### src/rtl/sh4a_registers.vh
// rtl/sh4a_registers.vh - shared SH4A register-file index constants
`ifndef SH4A_REGISTERS_VH
`define SH4A_REGISTERS_VH

`define REG_CONST_0 6'd62
`define REG_CONST_1 6'd63

`endif

### src/rtl/sh4a_rf_write_sched_pkg.sv
// rtl/sh4a_rf_write_sched_pkg.sv - shared types and constant-index helpers for the RF write scheduler
`include "sh4a_registers.vh"

package sh4a_rf_write_sched_pkg;

   typedef logic [5:0]  reg_idx_t;
   typedef logic [31:0] reg_data_t;

   localparam int       NUM_REGS    = 64;
   localparam reg_idx_t CONST_IDX_0 = `REG_CONST_0;
   localparam reg_idx_t CONST_IDX_1 = `REG_CONST_1;

   // Constant registers are hardwired in the file: never written, never reserved.
   function automatic logic is_const_idx(input reg_idx_t idx);
      return (idx == CONST_IDX_0) || (idx == CONST_IDX_1);
   endfunction

endpackage

### src/rtl/sh4a_rr_arbiter.sv
// rtl/sh4a_rr_arbiter.sv - round-robin one-hot grant with its own priority pointer
module sh4a_rr_arbiter #(
   parameter int N = 3
) (
   input  logic         clk,
   input  logic         reset,
   input  logic [N-1:0] req,
   input  logic         advance,
   output logic [N-1:0] grant
);

   localparam int PW = (N > 1) ? $clog2(N) : 1;

   logic [PW-1:0] ptr;
   logic [PW-1:0] win;
   logic          found;

   function automatic logic [PW-1:0] wrap_add(input logic [PW-1:0] base, input int offs);
      int s;
      s = int'(base) + offs;
      if (s >= N) s = s - N;
      return PW'(s);
   endfunction

   // Scan from the pointer upward; the first requester found wins.
   always_comb begin
      grant = '0;
      win   = ptr;
      found = 1'b0;
      for (int k = 0; k < N; k++) begin
         if (!found && req[wrap_add(ptr, k)]) begin
            found = 1'b1;
            win   = wrap_add(ptr, k);
         end
      end
      if (found) grant[win] = 1'b1;
   end

   always_ff @(posedge clk) begin
      if (reset) begin
         ptr <= '0;
      end else if (advance && found) begin
         ptr <= wrap_add(win, 1);
      end
   end

endmodule

### src/rtl/sh4a_rf_write_sched.sv
// rtl/sh4a_rf_write_sched.sv - register-file write-port scheduler with RAW/WAW scoreboard
module sh4a_rf_write_sched
   import sh4a_rf_write_sched_pkg::*;
#(
   parameter int NREQ = 3
) (
   input  logic               clk,
   input  logic               reset,
   input  logic [NREQ-1:0]    req_valid,
   input  logic [6*NREQ-1:0]  req_idx,
   input  logic [32*NREQ-1:0] req_data,
   output logic [NREQ-1:0]    req_ready,
   output logic [5:0]         rf_idx_write,
   output logic [31:0]        rf_reg_write,
   output logic               rf_reg_write_enable,
   input  logic               iss_valid,
   input  logic [5:0]         iss_idx,
   output logic               iss_ok,
   input  logic [5:0]         chk_idx0,
   input  logic [5:0]         chk_idx1,
   output logic               chk_busy
);

   logic [NREQ-1:0]     grant;
   logic                grant_any;
   logic                arb_advance;
   reg_idx_t            gnt_idx;
   reg_data_t           gnt_data;
   logic [NUM_REGS-1:0] busy;
   logic [NUM_REGS-1:0] busy_next;

   assign arb_advance = !reset;

   sh4a_rr_arbiter #(.N(NREQ)) u_arb (
      .clk     (clk),
      .reset   (reset),
      .req     (req_valid),
      .advance (arb_advance),
      .grant   (grant)
   );

   assign req_ready = reset ? '0 : grant;
   assign grant_any = |req_ready;

   always_comb begin
      gnt_idx  = '0;
      gnt_data = '0;
      for (int i = 0; i < NREQ; i++) begin
         if (grant[i]) begin
            gnt_idx  = req_idx[6*i +: 6];
            gnt_data = req_data[32*i +: 32];
         end
      end
   end

   assign iss_ok   = !busy[iss_idx];
   assign chk_busy = busy[chk_idx0] | busy[chk_idx1];

   // Set is applied after clear so a same-cycle reservation supersedes the retiring write.
   always_comb begin
      busy_next = busy;
      if (grant_any) busy_next[gnt_idx] = 1'b0;
      if (iss_valid && iss_ok && !is_const_idx(iss_idx)) busy_next[iss_idx] = 1'b1;
   end

   always_ff @(posedge clk) begin
      if (reset) begin
         busy                <= '0;
         rf_idx_write        <= '0;
         rf_reg_write        <= '0;
         rf_reg_write_enable <= 1'b0;
      end else begin
         busy                <= busy_next;
         rf_reg_write_enable <= grant_any && !is_const_idx(gnt_idx);
         if (grant_any) begin
            rf_idx_write <= gnt_idx;
            rf_reg_write <= gnt_data;
         end
      end
   end

endmodule

### config.mk
export PLATFORM = sky130hd
export DESIGN_NAME = sh4a_rf_write_sched
export DESIGN_NICKNAME = d
export VERILOG_FILES = /design/src/rtl/sh4a_rf_write_sched_pkg.sv /design/src/rtl/sh4a_rr_arbiter.sv /design/src/rtl/sh4a_rf_write_sched.sv
export VERILOG_INCLUDE_DIRS = /design/src /design/src/rtl
export SDC_FILE = /design/constraint.sdc
export NUM_CORES = 1
export LEC_CHECK = 0
export ABC_AREA = 1
export CELL_PAD_IN_SITES_DETAIL_PLACEMENT = 1
export CELL_PAD_IN_SITES_GLOBAL_PLACEMENT = 2
export CORE_AREA = 2 2 171 173
export CTS_BUF_LIST = sky130_fd_sc_hd__clkbuf_2 sky130_fd_sc_hd__clkbuf_4 sky130_fd_sc_hd__clkbuf_8
export CTS_CLUSTER_DIAMETER = 40
export CTS_CLUSTER_SIZE = 24
export DETAILED_ROUTE_END_ITERATION = 6
export DIE_AREA = 0 0 173 175
export PLACE_DENSITY = 0.94
export SETUP_SLACK_MARGIN = 0.05
export SYNTH_ARGS = -nofsm -noshare
export SYNTH_HDL_FRONTEND = slang
export SYNTH_SLANG_ARGS = --single-unit
### constraint.sdc
create_clock -name clk -period 3.5 [get_ports clk]
set_input_delay 0.35 -clock clk [delete_from_list [all_inputs] [get_ports clk]]
set_output_delay 0.35 -clock clk [all_outputs]
set_load 0.05 [all_outputs]
# Word level (Yosys, flattened, before mapping)
# Cells that the tools add are included.
[classes]
bitwise = 4
n_reduce_logical = 18
n_eq_ne = 4
n_addsub = 7
order_cmp = 15
n_mux = 38
[op_table]
columns = ["op", "n"]
rows = [
  ["64-bit 2-to-1 mux", 2],
  ["32-bit 2-to-1 mux", 3],
  ["64-bit bitwise AND", 1],
  ["64-bit inverter", 1],
  ["64-bit bitwise OR", 1],
  ["6-bit by 7-bit < comparator with 1-bit output, second input constant", 4],
  ["6-bit equality test, second input constant", 4],
  ["1-bit binary-select mux with 6-bit select", 3],
  ["6-bit 2-to-1 mux", 3],
  ["2-bit 2-to-1 mux", 7],
  ["1-bit demux with 6-bit select", 2],
  ["6-bit by 1-bit >= comparator with 1-bit output, second input constant", 2],
  ["2-bit by 3-bit < comparator with 1-bit output, second input constant", 4],
  ["1-bit 2-to-1 mux", 12],
  ["3-bit by 2-bit >= comparator with 1-bit output, second input constant", 3],
  ["1-bit logical AND", 9],
  ["2-bit by 1-bit adder with 3-bit output, second input constant", 2],
  ["1-bit binary-select mux with 2-bit select", 3],
  ["1-bit zero test", 6],
  ["3-bit 2-to-1 mux", 2],
  ["2-bit by 1-bit subtractor with 2-bit output, second input constant", 3],
  ["2-bit by 2-bit adder with 3-bit output, second input constant", 1],
  ["3-bit OR reduction", 1],
  ["1-bit demux with 2-bit select", 1],
  ["5 further kinds", 6],
]
[totals]
input_bits = 138
output_inout_bits = 44
register_bits = 105

# Depth between registers and ports, before layout
[depth]
word_depth = 28
ltp_mapped = 25
mapped_depth_nobuf = 24

# Modules after synthesis
# Synthesis repeated with hierarchy kept, for this count alone.
[unflattened]
cells_unflattened = 1314
area_unflattened_um2 = 7717.4
[by_module_without_submodules]
columns = ["module", "seq_area_each_um2", "instances", "cells_each", "area_each_um2"]
rows = [
  ["sh4a_rf_write_sched", 2062.0, 1, 1236, 7278.2],
  ["sh4a_rr_arbiter", 40.0, 1, 78, 439.2],
]

# Worst setup path after synthesis
# No wires, ideal clock.
[synth_timing]
kind = "register -> register"
startpoint = "reg u_arb.ptr[0]"
endpoint = "reg busy[40]"
path_slack_ns = 0.508
path_buffers = 1
path_stages_with_launch = 21
setup_time_ns = 0.132
t_arrival_ns = 2.860
required_time_ns = 3.368
cell_sequence = "dfxtp_1 -> inv_1 -> ha_1 -> inv_2 -> nand2_1 -> nand2_1 -> nand3_2 -> nor2_1 -> nand2_1 -> a31oi_1 -> ha_1 -> buf_1 -> nor2_1 -> nand3_2 -> nand2_1 -> nand2_1 -> nand3_1 -> nor2_2 -> nand2_1 -> nand2_1 -> a21oi_1"
[synth_via]
elab_chain_len = 28
elab_cells_between_ends = 48
classes_between = "add/sub: 5; order compare: 7; mux: 26; bitwise: 3; reduce/logical: 7"
[synth_rtl]
columns = ["item", "line_no", "rtl"]
rows = [
  ["from (decl)", "sh4a_rr_arbiter.sv:14", "logic [PW-1:0] ptr;"],
  ["from (signal assigned)", "sh4a_rr_arbiter.sv:43", "ptr <= wrap_add(win, 1);"],
  ["branches (longest 15 deep; another with 2-bit by 1-bit adder with 3-bit output)", "n/a", ""],
  ["3-bit 2-to-1 mux *", "sh4a_rr_arbiter.sv:36", "if (found) grant[win] = 1'b1;"],
  ["6-bit 2-to-1 mux (3 in series)", "sh4a_rf_write_sched.sv:49", "if (grant[i]) begin"],
  ["6-bit by 7-bit < comparator with 1-bit output (implied by the code) or 6-bit by 1-bit >= comparator with 1-bit output (tied branches)", "sh4a_rf_write_sched.sv:62", "if (grant_any) busy_next[gnt_idx] = 1'b0;"],
  ["1-bit logical AND (implied by the code)", "sh4a_rf_write_sched.sv:62", ""],
  ["1-bit 2-to-1 mux (implied by the code)", "sh4a_rf_write_sched.sv:62", ""],
  ["1-bit demux with 6-bit select", "sh4a_rf_write_sched.sv:62", ""],
  ["64-bit inverter (no source line)", "n/a", ""],
  ["64-bit bitwise AND (no source line)", "n/a", ""],
  ["64-bit 2-to-1 mux *", "sh4a_rf_write_sched.sv:62", ""],
  ["64-bit bitwise OR (no source line)", "n/a", ""],
  ["64-bit 2-to-1 mux *", "sh4a_rf_write_sched.sv:63", "if (iss_valid && iss_ok && !is_const_idx(iss_idx)) busy_next[iss_idx] = 1'b1;"],
  ["to (signal assigned)", "sh4a_rf_write_sched.sv:73", "busy <= busy_next;"],
  ["to (decl)", "sh4a_rf_write_sched.sv:29", "logic [NUM_REGS-1:0] busy;"],
]
# Mark *: on every way between the ends. The select of a mux whose other input is x is not followed.
# A chain may end at the register's enable or synchronous reset.

# Final worst setup path
# Same ends and word-level chain as after synthesis.

==> impl_metrics.toml <==
[worst_setup_path]
r2r_start = "u_arb.ptr[0]"
cp.arrival_ns = 3.60
cp-start-kind = "flip-flop"
r2r_cells = 20
cp-endpoint = "busy[40]"
cp-end-kind = "flip-flop"
worstPathRequired_ns = 3.76
cp-startpoint = "u_arb.ptr[0]"
r2r_slack_ns = 0.16
worst-setup-path-type = "reg -> reg"
r2r-end = "busy[40]"
critPathMaxFanout = 11

[floorplanning]
die_h_um = 175
die_w_um = 173
start_util = 0.2562
die-area_um2 = 30280
std_cell_rows = 62
ios = 182
core_um2 = 28390

[drt]
wire_per_inst_um = 17.74
drtAntennaViolNets = 0
drc = 0
firstDrtPassIters = 5
viasPerCell = 5.082
wl_um = 31480
drtIter0Drc = 509
vias = 9020

[power]
p_int_mw = 3.790
ir_drop_uv = 915.6
p_per_area_nw_per_um2 = 855.7
power_switching_mw = 4.725
clkPwrFrac = 0.092
seq_power_share = 0.173
combinationalPowerShare = 0.735
switching_share = 0.5549
leakage_nw = 3.805

[grt]
grt_max_degree = 66
antenna_found_initial = 1
grt-busiest-layer = "met2"
grt.met3_usage = 0.05265
grtUsageMet1 = 0.2559
grt_first_pass_wirelength_um = 49690
grt_pass1_vias = 9147
overflow = 0
use_met2 = 0.3490
grtUsageTotal = 0.2051

[logic_synthesis]
synth.avg_cell_area_um2 = 5.947
ys_ff_latch = 105
syn_area_um2 = 7273
ys_types = 31
ys_seq_area_frac = 0.2890
syn_nets = 1369
yosys_warnings = 0
syn_inst = 1223

[placed_design]
portBuffers = 181
dpl_cell_area_um2 = 9605
dp_hpwl_um = 24580
gp_congestion = 0.8878

[layout]
syn2layout_area_growth_pct = 36.80
drive_gt1_frac = 0.09784
fillers = 3739
nets = 1532
final_area_um2 = 9950

[min_path]
hold_start = "reset"
hp-class = "in -> reg"

[timing]
setup_viol = 0
rsz0062_at_grt = "yes"
relSlewSlack = 0.4539
period_needed_ns = 3.340
drv_slew = 0
hold_viol = 0
worst_clock_skew_ns = 0.01783
worst_slew_pin_slew_ns = 0.8161
timing.final.crit_share = 0.9542
fmaxAchievable_ghz = 0.2994
holdWs_ns = 0.4039

[clocking]
cts.reportedPaths.clkPinSlew_ns = 0.11
cts_made_buffers = 9
root_buffer = "clkbuf_8"
ctsHoldBuffers = 0
cts_tree = "built"
numClockSinks = 105
h-tree-depth = 3
clkLatencyLatePin_ns = 0.40
clock_path_buffers = 2

[status]
status = "finished clean"

[job]
maxCapViolCount = 0
## cell type report
type                            count  area [um^2]  share of cell area
Clock buffer                       14        180.2             0.01811
Clock inverter                      1        8.758           0.0008803
Sequential cell                   105         2107              0.2118
Inverter                           55        209.0             0.02100
Antenna cell                        1        2.502           0.0002515
Timing Repair Buffer              226         2227              0.2238
Multi-Input combinational cell    989         4735              0.4759
Tap cell                          384        480.5             0.04829
## layer usage
layer  wire length (um)  vias up
met5                  0        -
met3               2213       43
met1              13850     4306
met2              14740      279
li1                   -     4392
met4                686        0
## cells in the mapped netlist
| cell type | number | share of area |
|---|---|---|
| inv_4 | 1 | 0.00086 |
| o211ai_1 | 13 | 0.013 |
| ha_1 | 8 | 0.014 |
| nor4_1 | 1 | 0.00086 |
| nand4_1 | 6 | 0.0052 |
| o21ai_1 | 4 | 0.0028 |
| a31oi_1 | 3 | 0.0026 |
| nor2_8 | 4 | 0.011 |
| nor2_2 | 18 | 0.015 |
| nor3_1 | 2 | 0.0014 |
| nand3_1 | 152 | 0.10 |
| nand3_2 | 6 | 0.0083 |
| inv_1 | 48 | 0.025 |
| buf_1 | 11 | 0.0057 |
| a21oi_1 | 72 | 0.050 |
| o21ai_0 | 148 | 0.10 |
| nand2_1 | 405 | 0.21 |
| nor2_4 | 1 | 0.0015 |
| clkinv_1 | 1 | 0.00052 |
| dfxtp_1 | 105 | 0.29 |
| inv_2 | 5 | 0.0026 |
| buf_4 | 2 | 0.0021 |
| buf_2 | 14 | 0.0096 |
| nand2_2 | 1 | 0.00086 |
| or2_1 | 1 | 0.00086 |
| buf_6 | 6 | 0.0093 |
| or2_2 | 9 | 0.0077 |
| o22ai_1 | 29 | 0.025 |
| nand3b_1 | 8 | 0.0083 |
| nor2_1 | 98 | 0.051 |
| clkbuf_1 | 41 | 0.021 |
## cell usage in the layout, fill, tap and decap left out, types with 3 or more instances in the layout
master	count
o21ai_0	147
nor2_8	4
inv_1	44
nor2_1	97
buf_4	41
buf_12	7
ha_2	3
a21oi_1	72
o211ai_1	13
clkdlybuf4s50_1	175
nor2_2	11
dfxtp_1	103
o21ai_1	4
nand3_1	151
or2_2	9
o22ai_1	29
ha_1	3
clkbuf_8	12
nor2_4	9
nand3_2	7
inv_2	9
nand2_2	10
nand2_1	395
nand4_1	6
nand3b_1	8
## worst min-delay path by stage
stage	to	slack, ns	depth (start not counted)
final	rf_idx_write[1]	0.40	4
after global routing	rf_idx_write[1]	0.44	4
after CTS	rf_idx_write[1]	0.39	4
after global placement	busy[61]	0.45	2
after floorplan	busy[33]	0.44	2
after detailed placement	rf_idx_write[0]	0.47	2
## power by group through the flow
stage,sequential [mW],clock (mW),combinational [mW]
floorplan,1.91,0,3.46
global placement,1.49,0,5.81
detailed placement,1.49,0,5.93
CTS,1.47,0.799,6.14
global route,1.49,0.845,6.93
finish,1.47,0.781,6.26
## sequential cells by signal, summed over array words and instances (netlist names)
register and cells:
u_arb.ptr 2, rf_reg_write 32, busy 64, rf_idx_write 6, rf_reg_write_enable 1
## critical path, stage by stage, from the launching register on
cell and delay [ns]:
dfxtp_4 0.40, inv_2 0.07, ha_4 0.26, nor2_1 0.13, nand2_1 0.09, nand3_2 0.12
nand4_1 0.21, buf_4 0.22, a31oi_2 0.22, inv_1 0.10, ha_2 0.22, nand2_4 0.12
buf_4 0.17, nand3_1 0.11, nand2_2 0.13, nand2_1 0.11, nor2_2 0.13, buf_4 0.19
nand2_1 0.08, nand2_1 0.06, a21oi_1 0.06
## through the flow
| stage | TNS, ns | setup slack (ns) | util | std cells | total power [mW] |
|---|---|---|---|---|---|
| final | 0 | 0.1605 | 0.3504 | 1775 | 8.514 |
| after global routing | -0.5358 | -0.05841 | 0.3504 | 1775 | 9.268 |
| after CTS | 0 | 0.07066 | 0.3473 | 1773 | 8.406 |
| after detailed placement | -0.1695 | -0.04598 | 0.3383 | 1756 | 7.421 |
| after global placement | 0 | 0.1721 | 0.3383 | 1756 | 7.293 |
| after floorplan | 0 | 0.5081 | - | 1223 | 5.370 |
## cell families (layout without fill, tap and decap cells)
| logic type | count (synthesis) | count (layout) | share of synthesized area |
|---|---|---|---|
| adders and majority gates | 8 | 8 | 0.01376 |
| and+or+nand+nor | 712 | 712 | 0.4256 |
| other | 0 | 1 | 0 |
| DFF | 105 | 105 | 0.2890 |
| AOI/OAI and AO/OA | 269 | 269 | 0.1951 |
| buffers and inverters | 129 | 296 | 0.07655 |
## repair_timing
action | CTS | global route
pin swaps | 1 | 7
gates cloned | 0 | 0
setup buffers | 2 | 1
gates resized for setup | 13 | 24
setup endpoints to repair | 66 | 102
Note: power is estimated with default switching activity, not from simulation.
